**src/rtl/nibbler_pc_sequencer_if.sv**
```systemverilog
// Bus between the Nibbler decoder/fetch stage and the PC sequencer.
// The master drives jump/halt/run controls; the slave (the sequencer)
// returns the ROM address, phase, status and retired-instruction count.
interface nibbler_pc_sequencer_if #(
  parameter int ADDR_W = 12,
  parameter int CNT_W  = 16
);
  logic              load_en;
  logic [ADDR_W-1:0] load_addr;
  logic              halt_req;
  logic              run;
  logic [ADDR_W-1:0] pc;
  logic              phase_out;
  logic              halted;
  logic              wrap_pulse;
  logic [CNT_W-1:0]  instr_count;

  modport master (
    output load_en, load_addr, halt_req, run,
    input  pc, phase_out, halted, wrap_pulse, instr_count
  );

  modport slave (
    input  load_en, load_addr, halt_req, run,
    output pc, phase_out, halted, wrap_pulse, instr_count
  );
endinterface

```
**src/rtl/nibbler_pc_sequencer.sv**
```systemverilog
// Nibbler fetch-stage sequencer: owns the program counter and the two-phase
// FETCH/EXEC timing, handles jumps and halt/run, and counts retired
// instructions. Every output is a register updated in the single FSM block.
module nibbler_pc_sequencer #(
  parameter int                ADDR_W       = 12,
  parameter logic [ADDR_W-1:0] RESET_VECTOR = '0,
  parameter int                CNT_W        = 16
) (
  input  logic                   clk,
  input  logic                   reset,
  nibbler_pc_sequencer_if.slave  bus
);

  typedef enum logic [1:0] {
    FETCH  = 2'd0,
    EXEC   = 2'd1,
    HALTED = 2'd2
  } state_t;

  state_t            state_reg;
  logic [ADDR_W-1:0] pc_reg;
  logic              phase_reg;
  logic              halted_reg;
  logic              wrap_reg;
  logic [CNT_W-1:0]  count_reg;

  // Sequencer FSM: pc advances on the FETCH edge (the byte at pc is being
  // latched by the fetch register at that same edge), jumps and halts are
  // taken on the EXEC edge, and HALTED only waits for run.
  always_ff @(posedge clk or posedge reset) begin
    if (reset) begin
      state_reg  <= FETCH;
      pc_reg     <= RESET_VECTOR;
      phase_reg  <= 1'b0;
      halted_reg <= 1'b0;
      wrap_reg   <= 1'b0;
      count_reg  <= '0;
    end else begin
      case (state_reg)
        FETCH: begin
          // Incrementing past the top address is the only source of a wrap;
          // a jump to address 0 deliberately does not count.
          wrap_reg   <= (pc_reg == {ADDR_W{1'b1}});
          pc_reg     <= pc_reg + 1'b1;
          state_reg  <= EXEC;
          phase_reg  <= 1'b1;
          halted_reg <= 1'b0;
        end
        EXEC: begin
          wrap_reg  <= 1'b0;
          count_reg <= count_reg + 1'b1;
          // Jump target lands directly in the next FETCH (no bubble);
          // otherwise pc already points past the fetched byte.
          if (bus.load_en) begin
            pc_reg <= bus.load_addr;
          end
          if (bus.halt_req) begin
            state_reg  <= HALTED;
            phase_reg  <= 1'b1;
            halted_reg <= 1'b1;
          end else begin
            state_reg  <= FETCH;
            phase_reg  <= 1'b0;
            halted_reg <= 1'b0;
          end
        end
        HALTED: begin
          wrap_reg <= 1'b0;
          if (bus.run) begin
            state_reg  <= FETCH;
            phase_reg  <= 1'b0;
            halted_reg <= 1'b0;
          end
        end
        default: begin
          state_reg  <= FETCH;
          phase_reg  <= 1'b0;
          halted_reg <= 1'b0;
          wrap_reg   <= 1'b0;
        end
      endcase
    end
  end

  assign bus.pc          = pc_reg;
  assign bus.phase_out   = phase_reg;
  assign bus.halted      = halted_reg;
  assign bus.wrap_pulse  = wrap_reg;
  assign bus.instr_count = count_reg;

endmodule

```
**src/flat_wrapper.sv**
```systemverilog
// flat-port wrapper written by rule: the top's interface ports become plain ports
module nibbler_pc_sequencer_flat 
#(
  parameter int                ADDR_W       = 12,
  parameter logic [ADDR_W-1:0] RESET_VECTOR = '0,
  parameter int                CNT_W        = 16
)
  (clk, reset, bus_load_en, bus_load_addr, bus_halt_req, bus_run, bus_pc, bus_phase_out, bus_halted, bus_wrap_pulse, bus_instr_count);
  nibbler_pc_sequencer_if #(.ADDR_W(ADDR_W), .CNT_W(CNT_W)) bus_i ();
  input  logic clk;
  input  logic reset;
  input wire logic [$bits(bus_i.load_en)-1:0] bus_load_en;
  input wire logic [$bits(bus_i.load_addr)-1:0] bus_load_addr;
  input wire logic [$bits(bus_i.halt_req)-1:0] bus_halt_req;
  input wire logic [$bits(bus_i.run)-1:0] bus_run;
  output wire logic [$bits(bus_i.pc)-1:0] bus_pc;
  output wire logic [$bits(bus_i.phase_out)-1:0] bus_phase_out;
  output wire logic [$bits(bus_i.halted)-1:0] bus_halted;
  output wire logic [$bits(bus_i.wrap_pulse)-1:0] bus_wrap_pulse;
  output wire logic [$bits(bus_i.instr_count)-1:0] bus_instr_count;
  assign bus_i.load_en = bus_load_en;
  assign bus_i.load_addr = bus_load_addr;
  assign bus_i.halt_req = bus_halt_req;
  assign bus_i.run = bus_run;
  assign bus_pc = bus_i.pc;
  assign bus_phase_out = bus_i.phase_out;
  assign bus_halted = bus_i.halted;
  assign bus_wrap_pulse = bus_i.wrap_pulse;
  assign bus_instr_count = bus_i.instr_count;
  nibbler_pc_sequencer #(.ADDR_W(ADDR_W), .RESET_VECTOR(RESET_VECTOR), .CNT_W(CNT_W)) u_core (.clk(clk), .reset(reset), .bus(bus_i));
endmodule
```
**config.mk**
```make
export PLATFORM = sky130hd
export DESIGN_NAME = nibbler_pc_sequencer_flat
export DESIGN_NICKNAME = d
export VERILOG_FILES = /design/src/rtl/nibbler_pc_sequencer_if.sv /design/src/rtl/nibbler_pc_sequencer.sv /design/src/flat_wrapper.sv
export SDC_FILE = /design/constraint.sdc
export NUM_CORES = 1
export LEC_CHECK = 0
export CAP_MARGIN = 40
export CORE_UTILIZATION = 25
export CTS_CLUSTER_SIZE = 28
export DETAILED_ROUTE_END_ITERATION = 16
export GPL_ROUTABILITY_DRIVEN = 0
export GPL_TIMING_DRIVEN = 0
export PLACE_DENSITY = 0.52
export SYNTH_ARGS = -nofsm -noshare
export SYNTH_HDL_FRONTEND = slang
export SYNTH_SLANG_ARGS = --single-unit
```
**constraint.sdc**
```tcl
create_clock -name clk -period 2 [get_ports clk]
set_clock_uncertainty 0.2 [all_clocks]
set_input_delay 0.2 -clock clk [delete_from_list [all_inputs] [get_ports clk]]
set_output_delay 0.2 -clock clk [all_outputs]
set_load 0.01 [all_outputs]
```
==> results_dict.tcl <==
set metrics [dict create \
    r2r_cells 5 \
    yosysMostFrequentCell "dfrtp_1" \
    synth_top_area_cell "dfrtp_1" \
    cellLeakagePower_nw 0.9587 \
    setup_violations 0 \
    synth-seq-cells 32 \
    synthTopCellsByArea "dfrtp_1 (49%), xnor2_1 (6.5%), a21oi_1 (3.7%)" \
    grt_pass1_wl_um 6575 \
    dp_worst_setup_slack_ns -0.07311 \
    fin_crit_sh 0.9205 \
    pwr-share-clk 0.187 \
    drtIter0Drc 42 \
    max_freq_mhz 543.2 \
    synth-main-ff-cell "dfrtp_1" \
    ant_nets 0 \
    clkSinkCount 32 \
    hold_viol 0 \
    async_reset_ff_frac 1.000 \
    grt_use_total 0.1310 \
    numCtsBuffers 5 \
    net-switching-power_w 0.001288 \
    die_area_mm2 0.006797 \
    grt_pass1_vias 1344 \
    period_needed_ns 1.841 \
    antenna_found_initial 0 \
    diodes 0 \
    comb_power_share 0.471 \
    io_pins 48 \
    irDropWorstVdd_mv 0.4989 \
    cp.arrival_ns 1.81 \
    grt.overflow.total 0 \
    synth_cells 160 \
    avgSynthCellArea_um2 10.11 \
    clk_pin_slew_ns 0.07 \
    clockBufferDepth 2 \
    hp-class "input port to asynchronous set/reset pin" \
    slew_headroom 0.5955 \
    holdWs_ns 0.09202 \
    setup.worst_path.start_class "register" \
    layout-drive-gt1-share 0.09259 \
    worst_pin_slew_ns 0.6061 \
    crit_required_ns 1.97 \
    path_class "register to register" \
    rsz0062_at_grt "false" \
    vias 1404 \
    final_nets 234 \
    die_w_um 82.45 \
    synth-edff-count 0 \
    synth_cell_type_count 37 \
    core_mm2 0.006096 \
    die_h_um 82.45 \
    grt_max_degree 20 \
    synth_top_area_frac 0.4950 \
    synth_area_mm2 0.001618 \
    tritoncts "done" \
    initial_core_util 0.2654 \
    cap_violations 0 \
    cts_setup_buffers 0 \
    synth_fp_nets 179 \
    synth_common_cells "dfrtp_1 (32), nand2_1 (14), a21oi_1 (12), nor2_1 (12), xnor2_1 (12)" \
    switching_share 0.3922 \
    dr.pass1.iters 4 \
    hpwl_um 2946 \
    htreeDepth 2 \
    clk_latency_ns 0.28 \
    portBuffers 47 \
    row_count 28 \
    drc 0 \
    crit_fanout 6 \
    internal-power_w 0.001995 \
    routed_via_density 4.825 \
    areaGrowthSynthToFinish_pct 43.39 \
    power_density_mw_per_mm2 1415 \
    totalPowerFinal_w 0.003283 \
    synth_warnings 0 \
    seqPwrFrac 0.342 \
    seq_area_frac_synth 0.4950 \
    largest_register_ffs 16 \
    end_kind "register" \
    status "completed" \
    finalMaxSlewViolations 0 \
    worst_slack_ns 0.1591 \
    wirelength_um 4017 \
    wire_per_inst_um 13.80 \
    cts-root-buf "clkbuf_8" \
]
## path summary, 6_finish.rpt
check                                        endpoint  slack, ns                        from
min in group clk           u_core.bus.instr_count[15]       0.28  u_core.bus.instr_count[15]
hold / removal             u_core.bus.instr_count[12]       0.09                       reset
setup / recovery                     u_core.bus.pc[8]       0.16            u_core.bus.pc[0]
max in group asynchronous           u_core.bus.pc[10]       0.99                       reset
hold reg to reg            u_core.bus.instr_count[15]       0.28  u_core.bus.instr_count[15]
setup reg to reg                     u_core.bus.pc[8]       0.16            u_core.bus.pc[0]
## kinds of logic after synthesis
family	after synthesis	share of synthesized area
adders and majority gates	2	0.01547
DFF	32	0.4950
AOI/OAI and AO/OA	43	0.1748
buffers and inverters	15	0.05027
and+or+nand+nor	53	0.1833
xor gates and xnor gates	15	0.08121
## worst max-delay path, stage by stage (launching register included)
cell,delay (ns)
dfrtp_1,0.42
ha_1,0.23
nand2_2,0.12
or2_4,0.29
o31a_1,0.27
o22a_1,0.19
## power groups by stage
stage | Clock [W] | Sequential [W] | Combinational, W
after global placement | 0 | 0.00114 | 0.00154
after CTS | 0.000639 | 0.00113 | 0.00155
after global routing | 0.000673 | 0.00116 | 0.00172
final | 0.000615 | 0.00112 | 0.00154
after detailed placement | 0 | 0.00114 | 0.00155
after floorplan | 0 | 0.00118 | 0.000831
## layout by cell type (no fill, tap or decap), drive strengths merged, types with 2 or more instances in the layout
master and count:
and3 2, and4 3, o31ai 2, o22a 3
o22ai 6, clkdlybuf4s50 47, o21a 2, clkbuf 9
nand2 14, a21oi 13, nor2 12, a31oi 4
clkinv 2, nand4 4, xor2 3, dfrtp 32
nand3 10, xnor2 12, inv 8, o21ai 5
buf 4, ha 2, nand2b 2, nor3 4
## final cells by class
class                           instances  area [µm²]
Fill cell                             639        3776
Sequential cell                        32       800.8
Multi-Input combinational cell        113       738.2
Timing Repair Buffer                   48       498.0
Tap cell                               75       93.84
Clock buffer                            6       72.57
Buffer                                  6       46.29
Clock inverter                          2       35.03
Inverter                                9       35.03
## through the flow
stage                       util  cell area, µm²  cells  setup TNS (ns)
after detailed placement  0.3625            2210    283         -0.1877
final                     0.3805            2320    291               0
after global routing      0.3805            2320    291               0
after CTS                 0.3801            2317    291               0
after floorplan                -            1618    160               0
after global placement    0.3580            2182    282         -0.4226
## routing by layer
layer	vias up	GRT usage	wire length, µm
li1	685	-	-
met5	-	0	0
met1	665	0.1859	1970
met3	4	0.03626	211
met4	0	0.04386	42
met2	50	0.1893	1792
## timing repair
| action | 4_1_cts | 5_1_grt |
|---|---|---|
| gates resized for setup | 0 | 1 |
| setup endpoints to repair | 0 | 1 |
| hold buffers | 0 | 0 |
Power figures use the tool's default switching activity.
